### src/rtl/reply_scheduler.sv
// reply_scheduler
//   Transponder timing stage between the receive strobe and the tx burst
//   generator. Received-symbol strobes are grouped into a burst. The burst
//   closes after GAP idle cycles. A burst with at least MIN_HITS strobes
//   schedules a one-cycle reply strobe REPLY_DLY cycles after the burst
//   midpoint. The reply strobe is followed by a TX_LEN-cycle tx_en window.
//
// Ports
//   clk        system clock
//   rst        synchronous active-high reset
//   rx_stb     one-cycle receive strobe (may repeat on consecutive cycles)
//   tx_stb     one-cycle reply strobe
//   tx_en      reply window, gates the receive path
//   busy       high whenever the scheduler is not idle
//   late       reply fired past its target; held until the next burst starts
//   err        one-cycle pulse on burst timer overflow
//   burst_len  first-to-last strobe distance of the last accepted burst
//   hit_cnt    strobe count of the last accepted burst (saturating)
module reply_scheduler #(
    parameter int unsigned CW        = 16,
    parameter int unsigned HW        = 8,
    parameter int unsigned GAP       = 256,
    parameter int unsigned MIN_HITS  = 4,
    parameter int unsigned REPLY_DLY = 1024,
    parameter int unsigned TX_LEN    = 4800
) (
    input  logic          clk,
    input  logic          rst,
    input  logic          rx_stb,
    output logic          tx_stb,
    output logic          tx_en,
    output logic          busy,
    output logic          late,
    output logic          err,
    output logic [CW-1:0] burst_len,
    output logic [HW-1:0] hit_cnt
);

    typedef enum logic [1:0] {
        S_IDLE,
        S_BURST,
        S_WAIT,
        S_TX
    } state_t;

    state_t        state;
    state_t        state_nxt;

    logic [CW-1:0] t;
    logic [CW-1:0] last_t;
    logic [CW-1:0] target;
    logic [HW-1:0] hits;

    logic          close_hit;
    logic          enough;
    logic          t_max;
    logic          fire;
    logic          tx_done;

    always_comb begin
        close_hit = !rx_stb && ((t - last_t) == CW'(GAP));
        enough    = (hits >= HW'(MIN_HITS));
        t_max     = (t == '1);
        fire      = (t >= target);
        tx_done   = (t == CW'(TX_LEN));
    end

    // State register
    always_ff @(posedge clk) begin
        if (rst) begin
            state <= S_IDLE;
        end else begin
            state <= state_nxt;
        end
    end

    // Next-state logic; a closing burst takes priority over timer overflow
    always_comb begin
        state_nxt = state;
        case (state)
            S_IDLE: begin
                if (rx_stb) begin
                    state_nxt = S_BURST;
                end
            end
            S_BURST: begin
                if (close_hit) begin
                    state_nxt = enough ? S_WAIT : S_IDLE;
                end else if (t_max) begin
                    state_nxt = S_IDLE;
                end
            end
            S_WAIT: begin
                if (fire) begin
                    state_nxt = S_TX;
                end
            end
            S_TX: begin
                if (tx_done) begin
                    state_nxt = S_IDLE;
                end
            end
            default: state_nxt = S_IDLE;
        endcase
    end

    // Datapath and registered outputs. The timer t is reused in TX to count
    // tx_en cycles, restarting at 1 on the first tx_en cycle.
    always_ff @(posedge clk) begin
        if (rst) begin
            t         <= '0;
            last_t    <= '0;
            target    <= '0;
            hits      <= '0;
            tx_stb    <= 1'b0;
            tx_en     <= 1'b0;
            busy      <= 1'b0;
            late      <= 1'b0;
            err       <= 1'b0;
            burst_len <= '0;
            hit_cnt   <= '0;
        end else begin
            tx_stb <= 1'b0;
            err    <= 1'b0;
            busy   <= (state_nxt != S_IDLE);
            case (state)
                S_IDLE: begin
                    if (rx_stb) begin
                        t      <= CW'(1);
                        last_t <= '0;
                        hits   <= HW'(1);
                        late   <= 1'b0;
                    end
                end
                S_BURST: begin
                    t <= t + 1'b1;
                    if (rx_stb) begin
                        last_t <= t;
                        if (hits != '1) begin
                            hits <= hits + 1'b1;
                        end
                    end
                    if (close_hit) begin
                        if (enough) begin
                            burst_len <= last_t;
                            hit_cnt   <= hits;
                            target    <= (last_t >> 1) + CW'(REPLY_DLY);
                        end
                    end else if (t_max) begin
                        err <= 1'b1;
                    end
                end
                S_WAIT: begin
                    t <= t + 1'b1;
                    if (fire) begin
                        tx_stb <= 1'b1;
                        tx_en  <= 1'b1;
                        late   <= (t > target);
                        t      <= CW'(1);
                    end
                end
                S_TX: begin
                    t <= t + 1'b1;
                    if (tx_done) begin
                        tx_en <= 1'b0;
                    end
                end
                default: ;
            endcase
        end
    end

endmodule

### config.mk
export PLATFORM = sky130hd
export DESIGN_NAME = reply_scheduler
export DESIGN_NICKNAME = d
export VERILOG_FILES = /design/src/rtl/reply_scheduler.sv
export SDC_FILE = /design/constraint.sdc
export NUM_CORES = 1
export LEC_CHECK = 0
export ABC_AREA = 1
export ABC_CLOCK_PERIOD_IN_PS = 3000
export BUFFER_PORTS_ARGS = -buffer_cell sky130_fd_sc_hd__buf_2
export CAP_MARGIN = 20
export CORE_AREA = 10 10 133 135
export DETAILED_ROUTE_END_ITERATION = 8
export DIE_AREA = 0 0 143 145
export PLACE_DENSITY_LB_ADDON = 0.1
export RECOVER_POWER = 100
export SETUP_SLACK_MARGIN = 0.1
export SYNTH_ARGS = -nofsm -noshare
export SYNTH_HDL_FRONTEND = slang
export SYNTH_SLANG_ARGS = --single-unit
### constraint.sdc
create_clock -name clk -period 3 [get_ports clk]
set_input_delay 0.15 -clock clk [delete_from_list [all_inputs] [get_ports clk]]
set_output_delay 0.15 -clock clk [all_outputs]
set_load 0.05 [all_outputs]
* Word-level counts from Yosys, hierarchy flattened
Index checks and enable logic that the tools add are counted.
** Word-level totals
- Register bits :: 87
- Output and inout port bits :: 29
- Input port bits :: 3
** Cells by class
- Multiplexer cells :: 25
- Equal/unequal tests :: 12
- $add $sub $neg :: 4
- Reductions and logical operators :: 15
- Bitwise gates (word level) :: 2
- $lt $le $gt $ge :: 3
** Operators with widths (count)
- two-way mux 16 bit :: 4
- one-hot mux 16 bit (3 select lines) :: 1
- one-hot mux 16 bit (2 select lines) :: 1
- two-way mux 8 bit :: 3
- adder 15 x 11 -> 16 bit (second input constant) :: 1
- adder 16 x 1 -> 16 bit (second input constant) :: 1
- equality test 16 x 13 -> 1 bit (second input constant) :: 1
- equality test 16 bit (second input constant) :: 1
- equality test 16 x 9 -> 1 bit (second input constant) :: 1
- greater-or-equal comparator 16 bit :: 1
- greater-than comparator 16 bit :: 1
- one-hot mux 8 bit (2 select lines) :: 1
- subtractor 16 bit :: 1
- two-way mux 2 bit :: 6
- AND reduction 3 bit :: 4
- != test 2 bit (second input constant) :: 5
- adder 8 x 1 -> 8 bit (second input constant) :: 1
- greater-or-equal comparator 8 x 3 -> 1 bit (second input constant) :: 1
- != test 8 bit (second input constant) :: 1
- one-hot mux 2 bit (4 select lines) :: 1
- nonzero test 2 bit :: 4
- two-way mux 1 bit :: 6
- equality test 2 bit (second input constant) :: 2
- one-hot mux 1 bit (2 select lines) :: 2
- 8 further kinds :: 10

* Depth between registers and ports, before layout
- Depth after elaboration :: 6
- Depth in mapped cells :: 19

* Worst setup path after synthesis
OpenSTA, ideal clock, no wires.
- Path type :: register to register
- Start point :: reg last_t[13]
- End point :: reg hit_cnt[0]
- Setup slack :: 799 ps
- Required time :: 2872 ps
- Library setup time :: 128 ps
- Cell stages (with the launch flop) :: 17
- Arrival time :: 2074 ps
- Cells stage by stage :: dfxtp_1 > inv_1 > ha_1 > nand2_1 > nor2_1 > and2_1 > nand2_1 > nand2_1 > nand2_1 > nand2_1 > nor2_1 > nand2_1 > nor2_4 > nand4_4 > buf_6 > o21ai_1 > nor2_1
** On the way
- Word-level cells in the longest chain between the ends :: 4
** Ends and longest elaborated chain
- start, declared :: line 50 : logic [CW-1:0] last_t;
- start signal, assigned :: line 138 : last_t <= t;
- subtractor 16 bit :: line 61 : close_hit = !rx_stb && ((t - last_t) == CW'(GAP));
- equality test 16 x 9 -> 1 bit :: line 61
- logical AND 1 bit :: line 61
- AND reduction 3 bit (no line)
- end signal, assigned :: line 146 : hit_cnt <= hits;
- end, declared :: line 36 : output logic [HW-1:0] hit_cnt
Every way passes these cells.
A chain may end at the register's enable or synchronous reset.

* Worst setup path in the final report
- Start point :: reg last_t[9]
- End point :: reg hit_cnt[0]
The elaborated chain is that of the path after synthesis.

==> impl_metrics.ini <==
[power]
p_leak_nw = 2.77
p_per_area_mw_per_mm2 = 427
vdd_drop_max_uv = 277

[floorplan]
dieWidth_um = 143
core_area_sq_mm = 0.0150
ios = 32
num_rows = 45
dieArea_sq_mm = 0.0207
start_util_pct = 34.2
die_h_um = 145

[status]
status = finished clean

[worst_setup_path]
end_kind = flip-flop
path_max_fanout = 27
worstSetupPathType = flip-flop to flip-flop
critPathRequiredTime_ps = 3210
cp_data_arrival_time_ps = 2920
start_kind = flip-flop

[yosys]
synth_compound_area_share_pct = 7.63
synth_commonest_cells = nand2_1 (197), inv_1 (153), nor2_1 (116), dfxtp_1 (77), nand3_1 (40)
synth-async-reset-ratio_pct = 0
yosysTopAreaCell = dfxtp_1
synth_top_family_by_area = simple AND/OR/NAND/NOR gates
synthMuxAreaShare_pct = 0
yosysSeqAreaShare_pct = 29.9
synth.cell_area_sq_mm = 0.00515
yosysMostFrequentCell = nand2_1
synth_edf_count = 0
synth_fa_ha_area_share_pct = 8.75
synthXorXnorAreaFrac_pct = 1.87
ys_top_cells_by_area = dfxtp_1 (30%), nand2_1 (14%), inv_1 (11%)
ys_ff_latch = 77
synth_cell_type_count = 36
synth-simple-area-share_pct = 37.0
syn-num-nets = 844
synth-main-ff-cell = dfxtp_1
avgSynthCellArea_sq_um = 6.40
ys_warn_count = 0
synth_top_area_share_pct = 29.9
synthCells = 805

[final_layout]
area_growth_pct = 12.6
final_util_pct = 38.6
finalNonFillerCells = 1030
drive_above_1_share_pct = 8.55
antenna_cells = 0
fin_nets = 877
final.fill_count = 1626

[clocking]
holdBufCountCts = 0
clockBufferDepth = 2
clk_latency_ps = 340
htreeDepth = 3
cts_tree = built
cts_sinks = 77
cts_made_buffers = 9
path_clk_slew_ps = 60
root_buffer = clkbuf_16

[place]
portBuffers = 31
place_inst = 1014
dp_slack_ps = 157
gp_congestion = 0.966
place_hpwl_um = 11800

[detailed_routing]
wl_per_cell_um = 14.3
drt-pass1-iter-count = 5
drt_iter0_markers = 274
drc = 0
via_count = 4850
drt-total-wl_um = 14800
postRouteAntennaNets = 0
viasPerCell = 4.71

[sta]
layout_min_cycle_time_ps = 2710
finalSetupViolations = 0
maxSlewHeadroom_pct = 50.5
tightest_slew_ps = 743
fin_ws_ps = 292
finalHoldViolCount = 0
rsz0062_at_grt = false
maxSlewViolCount = 0
setup_tns_ps = 0
fin_skew_ps = 7.82
period_share_pct = 90.3
clock.fmax_mhz = 369

[min_path]
min-delay-path-class = primary input to flip-flop

[global_route]
met2_usage_pct = 23.4
grt_max_degree = 29
gr-usage-met1_pct = 18.9
grt_util_met3_pct = 3.19
grt_busiest_layer = met2
antenna_found_initial = 0
grt_pass1_vias = 4710
track_usage_pct = 14.5
grt_remaining_overflow = 0
grt_pass1_wl_um = 24500

[flow_run]
drv_cap = 0
-- report_power, final --
part | leakage (nW) | switching [mW] | total [mW] | internal, mW
logic | 1.98 | 0.120 | 0.165 | 0.0456
clock network | 0.172 | 0.426 | 1.28 | 0.852
registers | 0.622 | 0.00649 | 1.04 | 1.03
total | 2.77 | 0.553 | 2.48 | 1.93
-- cells in the final DEF, fill, tap and decap left out, types with 2 or more instances in the layout --
| cell type | Yosys | layout |
|---|---|---|
| ha_1 | 36 | 36 |
| bufinv_16 | 0 | 3 |
| nand2_1 | 197 | 197 |
| nor2_1 | 116 | 115 |
| nand3b_1 | 2 | 2 |
| nand3_1 | 40 | 40 |
| inv_1 | 153 | 153 |
| o21ai_1 | 4 | 3 |
| nor2_2 | 11 | 12 |
| nor3b_1 | 2 | 2 |
| nand2_2 | 12 | 12 |
| nand3_2 | 4 | 4 |
| buf_4 | 10 | 13 |
| o21ai_0 | 17 | 18 |
| dfxtp_1 | 77 | 76 |
| inv_2 | 3 | 3 |
| nor2_4 | 2 | 2 |
| clkbuf_8 | 0 | 2 |
| nor4_1 | 5 | 5 |
| clkbuf_1 | 6 | 31 |
| nand4_1 | 17 | 17 |
| a21oi_1 | 29 | 30 |
| o211ai_1 | 2 | 2 |
| xor2_1 | 11 | 11 |
| o22ai_1 | 14 | 14 |
| clkbuf_16 | 0 | 9 |
| nor3_1 | 10 | 10 |
| and2_1 | 4 | 3 |
| buf_2 | 5 | 2 |
-- state kept, by name, summed over array words and instances (netlist names) --
signal,count
tx_stb,1
t,16
state,2
busy,1
tx_en,1
last_t,16
hit_cnt,8
target,6
err,1
burst_len,16
hits,8
late,1
-- final timing paths --
path                                                  from                    endpoint  slack (ps)  cells past startpoint
worst min-delay path                                rx_stb      last_t[9]$_SDFFE_PP0P_         180                      3
worst min register to register  burst_len[15]$_SDFFE_PP0P_  burst_len[15]$_SDFFE_PP0P_         460                      2
worst max-delay path                last_t[9]$_SDFFE_PP0P_     hit_cnt[0]$_SDFFE_PP0P_         290                     17
worst max register to register      last_t[9]$_SDFFE_PP0P_     hit_cnt[0]$_SDFFE_PP0P_         290                     17
-- metrics by stage --
stage | power (mW) | instance area [sq um] | hold WS, ps
2_1_floorplan | 1.17 | 5150 | 311
3_3_place_gp | 1.22 | 5490 | 456
3_5_place_dp | 1.22 | 5490 | 457
4_1_cts | 2.51 | 5840 | 154
5_1_grt | 2.57 | 5800 | 173
6_report | 2.48 | 5800 | 175
-- per-layer routing --
metal  share of wire [%]  wire, um
met2                  47      6940
met4                 1.1       164
met1                  48      7070
met3                 4.1       604
met5                   0         0
-- logic make-up (layout without fill, tap and decap cells) --
logic type,after synthesis,after routing
buf+inv,182,219
flops,77,77
simple gates,428,428
xor+xnor,11,11
compound gates,71,71
fa+ha+maj,36,36
-- critical path, stage by stage, from the launching register on --
cell and delay (ps):
dfxtp_1 380, inv_1 80, ha_1 360, nand2_1 160, inv_1 50, nand2_1 60, nand2_1 70, a21oi_1 190
nand2_1 70, nand2_1 140, nand2_1 70, nor2_1 110, nand2_1 110, nor2_4 150, nand4_4 110, buf_6 240
o21ai_0 170, nor2_1 50
-- area by class of cell --
class                           instances  area (sq um)  area share, %
Tap cell                              188           235           4.06
Timing Repair Buffer                   48           240           4.14
Inverter                              156           586           10.1
Clock inverter                          4          95.1           1.64
Multi-Input combinational cell        546          2850           49.1
Sequential cell                        77          1540           26.6
Clock buffer                           11           253           4.36
-- timing repair --
item | 4_1_cts | 5_1_grt
setup endpoints to repair | 0 | 25
setup buffers | 0 | 1
resized for setup | 0 | 3
(Power assumes the default switching activity.)
